[config.mk]
export PLATFORM = sky130hd
export DESIGN_NAME = mem_arbiter
export DESIGN_NICKNAME = d
export VERILOG_FILES = /design/src/rtl/mem_arbiter.sv
export SDC_FILE = /design/constraint.sdc
export NUM_CORES = 1
export LEC_CHECK = 0
export ABC_AREA = 0
export BUFFER_PORTS_ARGS = -buffer_cell sky130_fd_sc_hd__buf_4
export CAP_MARGIN = 5
export CORE_AREA = 3 3 104 106
export CTS_BUF_LIST = sky130_fd_sc_hd__clkbuf_4
export CTS_CLUSTER_DIAMETER = 150
export CTS_CLUSTER_SIZE = 14
export DETAILED_ROUTE_END_ITERATION = 10
export DIE_AREA = 0 0 107 109
export GPL_TIMING_DRIVEN = 0
export PLACE_DENSITY = 0.51
export RECOVER_POWER = 25
export SLEW_MARGIN = 20
export SYNTH_ARGS = -nofsm -noshare
export SYNTH_HDL_FRONTEND = slang
export SYNTH_SLANG_ARGS = --single-unit
[constraint.sdc]
create_clock -name CLK -period 2.3 [get_ports CLK]
set_input_delay 0.46 -clock CLK [delete_from_list [all_inputs] [get_ports CLK]]
set_output_delay 0.46 -clock CLK [all_outputs]
set_load 0.05 [all_outputs]
[src/rtl/mem_arbiter.sv]
// Two-requester RAM arbiter: the data port has priority over instruction fetch.
// Define MEM_ARBITER_FAIR_EN to alternate grants when both ports keep requesting.
module mem_arbiter #(
  parameter int ADDR_W = 32,
  parameter int DATA_W = 32
) (
  input  logic              CLK,
  input  logic              nRST,
  input  logic              iREN,
  input  logic [ADDR_W-1:0] iaddr,
  output logic              iwait,
  output logic [DATA_W-1:0] iload,
  input  logic              dREN,
  input  logic              dWEN,
  input  logic [ADDR_W-1:0] daddr,
  input  logic [DATA_W-1:0] dstore,
  output logic              dwait,
  output logic [DATA_W-1:0] dload,
  output logic              ramREN,
  output logic              ramWEN,
  output logic [ADDR_W-1:0] ramaddr,
  output logic [DATA_W-1:0] ramstore,
  input  logic [DATA_W-1:0] ramload,
  input  logic [1:0]        ramstate
);

  typedef enum logic [1:0] {IDLE, DGRANT, IGRANT} state_t;

  localparam logic [1:0] RAM_ACCESS = 2'd2;

  state_t state_q, state_d;
  logic   d_req;
  logic   d_done;
  logic   i_done;
  logic   pick_i;

  assign d_req  = dREN | dWEN;
  assign d_done = (state_q == DGRANT) && (ramstate == RAM_ACCESS);
  assign i_done = (state_q == IGRANT) && (ramstate == RAM_ACCESS);

`ifdef MEM_ARBITER_FAIR_EN
  logic last_d_q, last_d_d;

  // Remember who completed last so a simultaneous request goes to the other port.
  always_comb begin
    last_d_d = last_d_q;
    if (d_done) last_d_d = 1'b1;
    else if (i_done) last_d_d = 1'b0;
  end

  assign pick_i = iREN & (~d_req | last_d_q);
`else
  assign pick_i = iREN & ~d_req;
`endif

  always_comb begin
    state_d = state_q;
    case (state_q)
      IDLE: begin
        if (pick_i)     state_d = IGRANT;
        else if (d_req) state_d = DGRANT;
      end
      DGRANT:  if (d_done || !d_req) state_d = IDLE;
      IGRANT:  if (i_done || !iREN)  state_d = IDLE;
      default: state_d = IDLE;
    endcase
  end

  always_ff @(posedge CLK or negedge nRST) begin
    if (!nRST) begin
      state_q  <= IDLE;
`ifdef MEM_ARBITER_FAIR_EN
      last_d_q <= 1'b0;
`endif
    end else begin
      state_q  <= state_d;
`ifdef MEM_ARBITER_FAIR_EN
      last_d_q <= last_d_d;
`endif
    end
  end

  // RAM lines follow the current owner so an async reset drops them immediately.
  always_comb begin
    ramREN   = 1'b0;
    ramWEN   = 1'b0;
    ramaddr  = '0;
    ramstore = '0;
    case (state_q)
      DGRANT: begin
        ramaddr  = daddr;
        ramstore = dstore;
        ramWEN   = dWEN;
        ramREN   = dREN & ~dWEN;
      end
      IGRANT: begin
        ramaddr = iaddr;
        ramREN  = iREN;
      end
      default: ;
    endcase
  end

  assign dwait = d_req & ~d_done;
  assign iwait = iREN & ~i_done;
  assign iload = ramload;
  assign dload = ramload;

endmodule
==> flow_metrics.tcl <==
set metrics [dict create \
    status "complete, no violations" \
    critical_path_arrival_ns 1.73 \
    cts_hold_buffers 0 \
    grt_max_degree 11 \
    ir_drop_v 0.000525 \
    max_stage_delay_on_crit_path_ns 0.37 \
    row_count 36 \
    setup_viol 0 \
    drc 0 \
    cp-start-kind "register" \
    critical-path-slowest-cell "sky130_fd_sc_hd__dfrtp_1" \
    count_of_synthesis_stage_warnings_from_yosys 0 \
    commonest_cells_after_routing_fill_and_taps_aside "sky130_fd_sc_hd__buf_4, sky130_fd_sc_hd__and2_1, sky130_fd_sc_hd__nor2b_1" \
    floorplan.die.height_um 109 \
    dp_cells 567 \
    die_area_mm2 0.0117 \
    layout_min_cycle_time_ns 2.19 \
    path_common_cell "sky130_fd_sc_hd__buf_4" \
    max-clock-path-buffers 2 \
    post_synth_instance_area_mm2 0.00140 \
    drt_first_pass_iters 4 \
    clkLatencyLatePin_ns 0.22 \
    antenna_found_initial 0 \
    cts.reportedPaths.clkPinSlew_ns 0.03 \
    final-instance-count-excl-fill 570 \
    cts.sinks 2 \
    io_buffer_count 234 \
    dieWidth_um 107 \
    rsz0062_at_grt "yes" \
    critical_path.cell_chain "inv_1, ha_1, buf_4, buf_2, a22oi_1, nor2b_1, buf_4" \
    yosys.area.top_type_share 0.349 \
    fin_total_pwr_mw 3.97 \
    final-hold-violation-count 0 \
    worst-r2r-cell-count 6 \
    fin_nets 577 \
    post_synth_inst_count 200 \
    worst-slew-pin-transition_ns 0.600 \
    power_density_mw_per_mm2 1210 \
    top_regs "state_q x2" \
    power_leakage_nw 1.75 \
    htree_levels 1 \
    num-fill-cells 1074 \
    cts-buffers-inserted 3 \
    boundaryPins 267 \
    synth_sequential_area_ratio 0.0357 \
    worstSetupEndpointType "primary output" \
    yosys.cell_types.count 21 \
    avgSynthCellArea_um2 7.00 \
    drive_above_1_share 0.675 \
    cap_viol_max_count 0 \
    detail_route.wirelength_um 7400 \
    largest-register "state_q" \
    overall_fraction_of_global_route_tracks_in_use 0.106 \
    hpwl_dp_um 6610 \
    grt_first_pass_wirelength_um 10000 \
    whs_ns 0.0120 \
    combined_area_of_the_multi_input_logic_cells_um2 796 \
    global_route.overflow_total 0 \
    crit-reg2reg-capture "state_q[0]" \
    finClkSkew_ns 0.00114 \
    drt_first_iter_violations 76 \
    final_min_period_over_clock_period 0.954 \
    largest_reg_flops 2 \
    cts_root_buf "sky130_fd_sc_hd__clkbuf_4" \
    setup.worst_path.class "register to primary output" \
    detail-route-antenna-nets 0 \
    ys_ff_latch 2 \
    worst_r2r_startpoint "state_q[0]" \
    coreArea_mm2 0.00986 \
    postCtsSetupBuffers 0 \
    layout.cells.most_common "sky130_fd_sc_hd__buf_4" \
    starting_density_of_the_core 0.142 \
    slew_violations 0 \
    post_synth_main_area_contributors "sky130_fd_sc_hd__buf_4, sky130_fd_sc_hd__a22oi_1, sky130_fd_sc_hd__and2_1" \
    worstPathMaxFanout 10 \
    routed_wire_length_per_instance_um 13.0 \
    gp_congestion 0.657 \
    cts_tree "built" \
    vias 2120 \
    finish.utilization 0.332 \
    net_count_after_synthesis 338 \
    setup.reg_to_reg.worst_slack_ns 0.96 \
    max_slew_margin 0.602 \
    synthDominantAreaCellType "sky130_fd_sc_hd__buf_4" \
    seq_area_um2 50.0 \
    syn2layout_area_growth_pct 134 \
    post_drt_via_cell_ratio 3.72 \
    vias_in_the_first_global_route 1951 \
    achievable-frequency_mhz 456 \
    antenna-diode-count 0 \
    holdCritPathClass "input port to asynchronous set/reset pin" \
    worstPathRequired_ns 1.84 \
]
==> what timing repair did <==
item,CTS,global route
gates cloned,0,0
resized for setup,5,1
endpoints found under the setup margin,54,36
==> cell usage after synthesis (all sizes together) <==
library cell  instances
buf                  75
and2                 34
nor2b                33
a22oi                32
clkbuf                3
ha                    3
nand2                 3
a31oi                 2
dfrtp                 2
inv                   2
nand2b                2
o21ai                 2
a21boi                1
a21oi                 1
and3                  1
nand3                 1
nand3b                1
nand4b                1
nor2                  1
==> routing by layer <==
layer	vias up	GRT usage	wire length, um
li1	1074	-	-
met1	905	0.122	2620
met2	139	0.208	3970
met3	2	0.0243	798
met4	0	0.00822	8
met5	-	0	0
==> stage by stage <==
step / instance area (um2) / setup WS (ns) / setup TNS (ns)
after floorplan: 1400 / 0.136 / 0
after global placement: 3320 / 0.163 / 0
after detailed placement: 3320 / 0.162 / 0
after CTS: 3350 / 0.0444 / 0
after global routing: 3270 / -0.0346 / -0.416
final: 3270 / 0.106 / 0
==> power by group <==
group	total [mW]	internal [mW]	switching, mW
clock	0.0780	0.0576	0.0204
sequential	0.0634	0.0520	0.0113
combinational	3.83	1.28	2.55
total	3.97	1.39	2.58
==> layout make-up <==
class	count	area share
multi-input cells	118	0.243
flip-flops and latches	2	0.0153
plain buffers	78	0.171
inverters	2	0.00230
well taps	133	0.0509
clock buffers	3	0.00689
repair buffers	234	0.511
==> worst max-delay path, delay by kind of cell (launching register included) <==
kind,cells,cell delay (ns)
adder cells (fa/ha/maj),1,0.16
AO/OA/AOI/OAI,1,0.12
AND/OR/NAND/NOR,1,0.13
flip-flops,1,0.37
buffers and inverters,4,0.72
==> logic make-up after synthesis <==
group	Yosys count	share of synthesized area
buf+inv	80	0.398
simple gates	77	0.340
compound gates	38	0.199
fa+ha+maj	3	0.0268
flops	2	0.0357
==> how the worst max path moves through the flow <==
stage	startpoint	endpoint	slack, ns
2_1_floorplan	state_q[0]	ramaddr[0]	0.14
3_3_place_gp	state_q[1]	ramstore[16]	0.16
3_5_place_dp	state_q[1]	ramstore[24]	0.16
4_1_cts	state_q[0]	ramaddr[9]	0.04
5_1_grt	state_q[0]	ramaddr[22]	-0.03
6_report	state_q[0]	ramaddr[0]	0.11
Power figures use the tool's default switching activity.
